### config.mk
export PLATFORM = sky130hd
export DESIGN_NAME = keys_debounce
export DESIGN_NICKNAME = d
export VERILOG_FILES = /design/src/rtl/nyan_keys_pkg.sv /design/src/rtl/key_debounce_cell.sv /design/src/rtl/keys_debounce.sv
export SDC_FILE = /design/constraint.sdc
export NUM_CORES = 1
export LEC_CHECK = 0
export CORE_ASPECT_RATIO = 1.1
export CORE_MARGIN = 5
export CORE_UTILIZATION = 56
export CTS_CLUSTER_DIAMETER = 50
export CTS_CLUSTER_SIZE = 30
export DETAILED_ROUTE_END_ITERATION = 6
export GPL_ROUTABILITY_DRIVEN = 0
export GPL_TIMING_DRIVEN = 0
export PLACE_DENSITY = 0.76
export REMOVE_ABC_BUFFERS = 1
export SLEW_MARGIN = 30
export SYNTH_ARGS = -nofsm -noshare
export SYNTH_HDL_FRONTEND = slang
export SYNTH_SLANG_ARGS = --single-unit
### constraint.sdc
create_clock -name clk_i -period 5 [get_ports clk_i]
set_input_delay 0.75 -clock clk_i [delete_from_list [all_inputs] [get_ports clk_i]]
set_output_delay 0.75 -clock clk_i [all_outputs]
set_load 0.005 [all_outputs]
### src/rtl/nyan_keys_pkg.sv
// ---------------------------------------------------------------------------
// nyan_keys_pkg
// Shared constants for the key front end: default key count, system clock,
// debounce sample period and the derived prescaler divide ratio.
// No ports; imported by keys_debounce and key_debounce_cell.
// ---------------------------------------------------------------------------
package nyan_keys_pkg;

  localparam int NUM_KEYS_DEFAULT  = 61;
  localparam int SYS_CLK_HZ        = 92_000_000;
  localparam int DEBOUNCE_TICK_US  = 100;

  // clk cycles per sample tick: 92 cycles/us * 100 us = 9200
  localparam int SAMPLE_DIV_DEFAULT = (SYS_CLK_HZ / 1_000_000) * DEBOUNCE_TICK_US;

  // Switches are active-low, so an idle (released) key reads 1.
  localparam logic KEY_RELEASED = 1'b1;

endpackage : nyan_keys_pkg

### src/rtl/key_debounce_cell.sv
// ---------------------------------------------------------------------------
// key_debounce_cell
// One key: two-flop synchroniser, saturating-free integrator counter and the
// stable (debounced) output flop.
//   clk_i    : system clock
//   rst_n_i  : asynchronous active-low reset
//   tick     : one-cycle sample strobe shared by all cells
//   key_i    : raw asynchronous switch input (0 = pressed)
//   key_o    : debounced, registered key state
//   flip_o   : combinational; high in the cycle key_o is about to change
// ---------------------------------------------------------------------------
module key_debounce_cell
  import nyan_keys_pkg::*;
#(
  parameter int DEBOUNCE_CNT = 5
) (
  input  logic clk_i,
  input  logic rst_n_i,
  input  logic tick,
  input  logic key_i,
  output logic key_o,
  output logic flip_o
);

  localparam int                CNT_W    = $clog2(DEBOUNCE_CNT + 1);
  localparam logic [CNT_W-1:0]  CNT_LAST = CNT_W'(DEBOUNCE_CNT - 1);

  logic [1:0]       sync_q, sync_d;
  logic [CNT_W-1:0] cnt_q, cnt_d;
  logic             stable_q, stable_d;
  logic             flip_d;
  logic             ks;

  assign ks = sync_q[1];

  always_comb begin
    // NOTE: every comb output gets a default first so no path can hold a
    // previous value, which is what would otherwise infer a latch.
    sync_d   = {sync_q[0], key_i};
    cnt_d    = cnt_q;
    stable_d = stable_q;
    flip_d   = 1'b0;
    if (tick) begin
      if (ks == stable_q) begin
        // Any agreeing sample restarts the count.
        cnt_d = '0;
      end else if (cnt_q == CNT_LAST) begin
        stable_d = ks;
        cnt_d    = '0;
        flip_d   = 1'b1;
      end else begin
        cnt_d = cnt_q + CNT_W'(1);
      end
    end
  end

  always_ff @(posedge clk_i or negedge rst_n_i) begin
    if (!rst_n_i) begin
      sync_q   <= {2{KEY_RELEASED}};
      cnt_q    <= '0;
      stable_q <= KEY_RELEASED;
    end else begin
      // NOTE: non-blocking so every flop samples pre-edge values; the
      // synchroniser chain depends on this to stay two stages deep.
      sync_q   <= sync_d;
      cnt_q    <= cnt_d;
      stable_q <= stable_d;
    end
  end

  assign key_o  = stable_q;
  assign flip_o = flip_d;

endmodule : key_debounce_cell

### src/rtl/keys_debounce.sv
// ---------------------------------------------------------------------------
// keys_debounce
// Debounces NUM_KEYS active-low switches for the SPI key-report stage.
// Owns the sample prescaler, instantiates one key_debounce_cell per key and
// merges their flip strobes into a single registered change pulse.
//   clk_i          : system clock
//   rst_n_i        : asynchronous active-low reset
//   keys_i         : raw switch inputs, asynchronous, 0 = pressed
//   keys_o         : debounced key vector, registered
//   keys_changed_o : one-cycle pulse, coincident with a new keys_o value
//   sample_tick_o  : one-cycle pulse per sample tick (debug / alignment)
// ---------------------------------------------------------------------------
module keys_debounce
  import nyan_keys_pkg::*;
#(
  parameter int NUM_KEYS     = NUM_KEYS_DEFAULT,
  parameter int SAMPLE_DIV   = SAMPLE_DIV_DEFAULT,
  parameter int DEBOUNCE_CNT = 5
) (
  input  logic                clk_i,
  input  logic                rst_n_i,
  input  logic [NUM_KEYS-1:0] keys_i,
  output logic [NUM_KEYS-1:0] keys_o,
  output logic                keys_changed_o,
  output logic                sample_tick_o
);

  localparam int               DIV_W    = $clog2(SAMPLE_DIV);
  localparam logic [DIV_W-1:0] DIV_LAST = DIV_W'(SAMPLE_DIV - 1);

  logic [DIV_W-1:0]    div_q, div_d;
  logic                tick;
  logic                sample_tick_q, sample_tick_d;
  logic                changed_q, changed_d;
  logic [NUM_KEYS-1:0] flip;

  // The cells act on the comb decode; the registered copy on sample_tick_o
  // therefore lines up with the cycle in which their updates become visible.
  assign tick = (div_q == DIV_LAST);

  always_comb begin
    div_d         = tick ? '0 : div_q + DIV_W'(1);
    sample_tick_d = tick;
    changed_d     = |flip;
  end

  always_ff @(posedge clk_i or negedge rst_n_i) begin
    if (!rst_n_i) begin
      div_q         <= '0;
      sample_tick_q <= 1'b0;
      changed_q     <= 1'b0;
    end else begin
      div_q         <= div_d;
      sample_tick_q <= sample_tick_d;
      changed_q     <= changed_d;
    end
  end

  for (genvar k = 0; k < NUM_KEYS; k++) begin : g_cell
    key_debounce_cell #(
      .DEBOUNCE_CNT (DEBOUNCE_CNT)
    ) u_cell (
      .clk_i   (clk_i),
      .rst_n_i (rst_n_i),
      .tick    (tick),
      .key_i   (keys_i[k]),
      .key_o   (keys_o[k]),
      .flip_o  (flip[k])
    );
  end

  assign keys_changed_o = changed_q;
  assign sample_tick_o  = sample_tick_q;

endmodule : keys_debounce
==> reports/results.ini, run 1 <==
[status]
status=complete, no violations

[route]
avgRoutedWirePerCell_um=14.6
via_per_inst=5.39
wirelength_um=31600
drc=0
ant_nets=0
drtIter0Drc=582
vias=11700
first_pass_iters=5

[timing]
slew_viol_final=0
final_period_minus_worst_setup_slack_ps=3270
tightest_slew_ps=504
fin_setup_tns_ps=0
fmax_mhz=306
rsz0062_at_grt=false
hold_violations=0
clock_skew_ps=17.4
worst_slack_ps=1730
max_slew_margin=0.661
timing.final.crit_share=0.653
setup_violations=0

[clock_tree]
clk_pin_slew_ps=70
root_buffer=clkbuf_16
hold_buffers=0
cts_tree=done
post-cts-setup-buffers=0
post_cts_resized=0
clockBufferDepth=3
cts.htree.levels=2
cts_buffers=38
clock_latency_ps=520
cts.sinks=382

[power]
combinationalPowerShare=0.028
power_density_nw_per_um2=307
seqPwrFrac=0.507
switching_share=0.227
ir_worst_vdd_v=0.000309
p_leak_uw=0.00882
switching_power_uw=1430
p_int_uw=4900
p_clk_frac=0.465

[synthesis]
post-synth-top-area-cell=dfrtp_1
ys_ff_latch=382
synthCells=1653
async_flop_share=1.00
post_synth_num_cell_types=41
yosysWarningCount=0
avgSynthCellArea_um2=10.9
synth_top_area_frac=0.276
synth.most_common_cell=dfrtp_1
synthTopCellsByArea=dfrtp_1, dfstp_2, ha_1
synth-main-ff-cell=dfrtp_1
synth_common_cells=dfrtp_1, dfstp_2, o21ai_0, inv_1, nand2_1
netlist_area_um2=18000
synth-edff-count=0
yosysSeqAreaShare=0.543

[global_routing]
grt-ovfl-total=0
grt_pass1_vias=12200
grt_use_met2=0.322
met3_usage=0.0333
grt_max_degree=126
groute.usage.overall=0.180
antenna_found_initial=0
globalRouteMet1Util=0.225
grt_pass1_wl_um=55600
busiest_layer=met2

[final_layout]
fin_nets=1905
syn2layout_area_growth_pct=14.6
final_util=0.645
final_area_um2=20700
fill_cells=2444
stdcell_count=2174
drive_above_1_share=0.191
antenna_cells=0

[placement]
dpl.hpwl_um=21500
port-buffer-count=125
dp.cells=2105
dpl_worst_slack_ps=1750
post_dp_cell_area_um2=19300

[floorplan]
die_x_um=181
start_util=0.563
core-area_um2=32000
die_area_um2=35900
die-height_um=198
boundaryPins=126
rows=69

[critical_path]
crit_fanout=125
critPathRequiredTime_ps=5450
crit_type=flop to flop
cp-end-kind=flop
arrival_ps=3710
cp-start-kind=flop

[hold_path]
min_path_type=input pin to asynchronous set/reset pin

[run]
drv_cap=0

## path summary, 6_finish.rpt
path                                        startpoint                           to  slack (ps)  depth (start not counted)
max reg2reg                                   div_q[4]      g_cell[28].u_cell.key_o        1730                          6
max                                           div_q[4]      g_cell[28].u_cell.key_o        1730                          6
min in group clk_i         g_cell[51].u_cell.sync_q[0]  g_cell[51].u_cell.sync_q[1]         340                          0
min                                            rst_n_i   g_cell[19].u_cell.cnt_q[1]         130                          1
min reg2reg                g_cell[51].u_cell.sync_q[0]  g_cell[51].u_cell.sync_q[1]         340                          0
max in group asynchronous                      rst_n_i  g_cell[58].u_cell.sync_q[1]        3750                          3
## cells by family after synthesis
logic type | synth area share
buffers and inverters | 0.0718
XOR/XNOR | 0.0408
flip-flops | 0.543
multiplexers | 0.0331
adder cells (fa/ha/maj) | 0.0854
AO/OA/AOI/OAI | 0.0912
AND/OR/NAND/NOR | 0.135
## cell usage in the layout, fill, tap and decap left out, types with 3 or more instances in the layout
cell type | Yosys | final
dfrtp_1 | 199 | 199
dfstp_2 | 183 | 183
o21ai_0 | 178 | 178
inv_1 | 143 | 143
nand2_1 | 132 | 132
clkdlybuf4s50_1 | 0 | 124
ha_1 | 123 | 123
nand3_1 | 114 | 114
nor2_1 | 67 | 67
xnor2_1 | 48 | 48
nor3_1 | 43 | 43
clkbuf_16 | 0 | 39
o21ai_1 | 38 | 38
mux2_2 | 37 | 37
xor2_1 | 36 | 36
nand3b_1 | 30 | 30
nand4_1 | 26 | 26
a21oi_1 | 20 | 20
o22ai_1 | 19 | 19
mux2_1 | 16 | 16
nand4b_1 | 15 | 15
o41ai_2 | 15 | 15
nor3b_1 | 15 | 15
nor2_4 | 10 | 10
nor2_2 | 9 | 9
clkinv_8 | 0 | 7
inv_6 | 0 | 6
buf_16 | 0 | 6
inv_8 | 0 | 5
buf_12 | 0 | 5
a31oi_1 | 4 | 4
clkbuf_1 | 21 | 4
or4_1 | 4 | 3
nor4_1 | 3 | 3
a41o_1 | 3 | 3
## critical path, cell delays in order, from the launching register on
cell      delay [ps]
dfrtp_1          420
or4_1            530
or4_4            790
clkinv_8         440
buf_16           400
nand3_1          160
mux2_1           340
## state kept, by name, summed over array words and instances, names as in the netlist
signal / cells
g_cell.u_cell.cnt_q: 183
g_cell.u_cell.sync_q: 122
g_cell.u_cell.key_o: 61
div_q: 14
keys_changed_o: 1
sample_tick_o: 1
## power by group through the flow
stage               combinational [µW]  sequential (µW)  clock (µW)
finish                             180             3210        2940
global route                       204             3210        3170
CTS                                186             3210        3040
detailed placement                 185             3260           0
global placement                   167             3260           0
floorplan                         49.5             3260           0
## layer usage
layer / part of all wire / up-vias
met5: 0 / -
met4: 0.021 / 0
met2: 0.50 / 179
met1: 0.44 / 5745
met3: 0.041 / 57
li1: - / 5728
## through the flow
stage | hold slack, ps | power [µW]
finish | 133 | 6330
global placement | 345 | 3430
CTS | 124 | 6440
detailed placement | 347 | 3450
global route | 141 | 6590
floorplan | 345 | 3300
## cell type report
| cell class | instances | area [µm²] | share of cell area |
|---|---|---|---|
| sequential | 382 | 9790 | 0.474 |
| multi-input combinational | 1017 | 6940 | 0.336 |
| timing repair buffer | 136 | 1520 | 0.0736 |
| clock buffer | 45 | 1020 | 0.0493 |
| inverter | 144 | 553 | 0.0268 |
| tap | 426 | 533 | 0.0258 |
| clock inverter | 24 | 304 | 0.0147 |
Note: power is estimated with default switching activity, not from simulation.
==> run 2, diff against run 1 <==
clock period = 3.37 ns   (was 5 ns; I/O delays follow)
==> run 2 against run 1 <==
  * Utilization up 0.12 points
  * Routed wire length up 1.8%
  * Count of clock-buffer cells in the layout unchanged
  * Flip-flop and latch count unchanged
  * Via count up 0.20%
  * Final cell count about the same
  * Clock power up 49%
  * Global-route usage unchanged
  * First-iteration DRC count up 2.4%
  * Largest cell class unchanged
==> reports/results.ini, run 2 (same netlist as run 1, synthesis figures left out) <==
[route]
avgRoutedWirePerCell_um=14.8  ; +1.7%
vias=11700  ; +0.20%
wirelength_um=32200  ; +1.8%
ant_nets=0  ; unchanged
drc=0  ; unchanged
drtIter0Drc=596  ; +2.4%
first_pass_iters=7  ; +2
via_per_inst=5.39  ; +0.11%

[clock_tree]
post-cts-setup-buffers=0  ; unchanged
clock_latency_ps=520  ; about the same
cts_buffers=38  ; unchanged
cts.sinks=382  ; unchanged
clk_pin_slew_ps=80  ; about the same
clockBufferDepth=3  ; unchanged
cts_tree=done
root_buffer=clkbuf_16
cts.htree.levels=2  ; unchanged

[floorplan]
die_x_um=181  ; unchanged
boundaryPins=126  ; unchanged
die-height_um=198  ; unchanged
rows=69  ; unchanged
die_area_um2=35900  ; unchanged
core-area_um2=32000  ; unchanged
start_util=0.563  ; unchanged

[timing]
fmax_mhz=327  ; +6.7%
slew_viol_final=0  ; unchanged
rsz0062_at_grt=false
setup_violations=0  ; unchanged
clock_skew_ps=18.6  ; +1.25 ps
whs_ps=343  ; +210 ps
timing.final.crit_share=0.908  ; +0.255
max_slew_margin=0.664  ; +0.00259
final_period_minus_worst_setup_slack_ps=3060  ; -205 ps
tightest_slew_ps=499  ; -4.87 ps
hold_violations=0  ; unchanged

[final_layout]
final_util=0.646  ; +0.00121
final_common_cell=dfrtp_1
fill_cells=2441  ; -0.12%
largest_register_ff_count=183  ; unchanged
syn2layout_area_growth_pct=14.9
multi_input_area_um2=6940  ; unchanged
antenna_cells=0  ; unchanged
fin_nets=1907  ; +0.10%
layout_common_cells=dfrtp_1, dfstp_2, o21ai_0
drive_above_1_share=0.191  ; +0.000354
largest-register=g_cell.u_cell.cnt_q
seqCellArea_um2=9790  ; unchanged

[critical_path]
slowest_delay_ps=810  ; +20 ps
crit_fanout=124  ; -0.80%
crit_family=simple AND/OR/NAND/NOR gates
arrival_ps=3490  ; -220 ps
critical_path_depth=6  ; unchanged
r2r-start=div_q[4]
crit_buf_inv=2  ; unchanged
crit_start=div_q[4]
reg2reg_depth=6  ; unchanged
cp-end-kind=flop
crit_path_top_delay_cell=or4_4
ff2ff_setup_slack_ps=310  ; -1430 ps
crit_type=flop to flop
cp-start-kind=flop
critPathRequiredTime_ps=3800  ; -1650 ps
endpoint=g_cell[60].u_cell.key_o
rr_endpoint=g_cell[60].u_cell.key_o
path_cells=or4_1 > or4_4 > inv_16 > buf_16 > nand3_1 > mux2_1

[hold_path]
whs_path_depth=0
min_path_type=flop to flop

[global_routing]
grt_max_degree=126  ; unchanged
grt-ovfl-total=0  ; unchanged
grt_pass1_wl_um=55600  ; unchanged
antenna_found_initial=0  ; unchanged
grt_use_met2=0.322  ; unchanged
busiest_layer=met2
met3_usage=0.0333  ; unchanged
groute.usage.overall=0.180  ; unchanged
grt_pass1_vias=12200  ; +0.016%
globalRouteMet1Util=0.225  ; unchanged

[run]
drv_cap=0  ; unchanged

[power]
power_density_nw_per_um2=454  ; +48%
ir_worst_vdd_v=0.000459  ; +48%
total_power_uw=9400  ; +48%
p_leak_uw=0.00883  ; +0.18%

[placement]
port-buffer-count=125  ; unchanged
dpl.hpwl_um=21500  ; unchanged

[status]
status=complete, no violations

run 2: worst min path at each step:
stage,startpoint,to,slack (ps)
2_1_floorplan,rst_n_i,div_q[0],210
3_3_place_gp,g_cell[20].u_cell.sync_q[0],g_cell[20].u_cell.sync_q[1],350
3_5_place_dp,g_cell[58].u_cell.sync_q[0],g_cell[58].u_cell.sync_q[1],350
4_1_cts,g_cell[51].u_cell.sync_q[0],g_cell[51].u_cell.sync_q[1],350
5_1_grt,g_cell[51].u_cell.sync_q[0],g_cell[51].u_cell.sync_q[1],340
6_report,g_cell[51].u_cell.sync_q[0],g_cell[51].u_cell.sync_q[1],340
run 2: area by class of cell:
class,instances,share of cell area
sequential,382,0.473
multi-input combinational,1017,0.335
timing repair buffer,138,0.0752
clock buffer,45,0.0492
inverter,144,0.0269
tap,426,0.0257
clock inverter,24,0.0147
run 2: stage by stage:
step	instance area, µm²	TNS (ps)	setup WS [ps]	instances
floorplan	17300	-916990	-5180	1543
global placement	19100	-6366940	-14420	2094
detailed placement	19300	0	117	2105
CTS	20700	0	98.7	2175
global route	20700	0	131	2176
finish	20700	0	309	2176
run 2: layer usage:
metal	part of all wire	vias up
met2	0.50	185
met5	0	-
met4	0.021	0
met1	0.44	5756
li1	-	5733
met3	0.040	59
run 2: timing repair:
action	in CTS	in global routing
endpoints found under the hold margin	6	0
gates resized for setup	0	1
endpoints found under the setup margin	0	3
hold buffers	1	0
run 2: power by group:
| part | switching, µW | total [µW] | internal (µW) |
|---|---|---|---|
| combinational | 152 | 268 | 117 |
| clock | 1940 | 4370 | 2430 |
| sequential | 40.5 | 4760 | 4720 |
| total | 2130 | 9400 | 7270 |
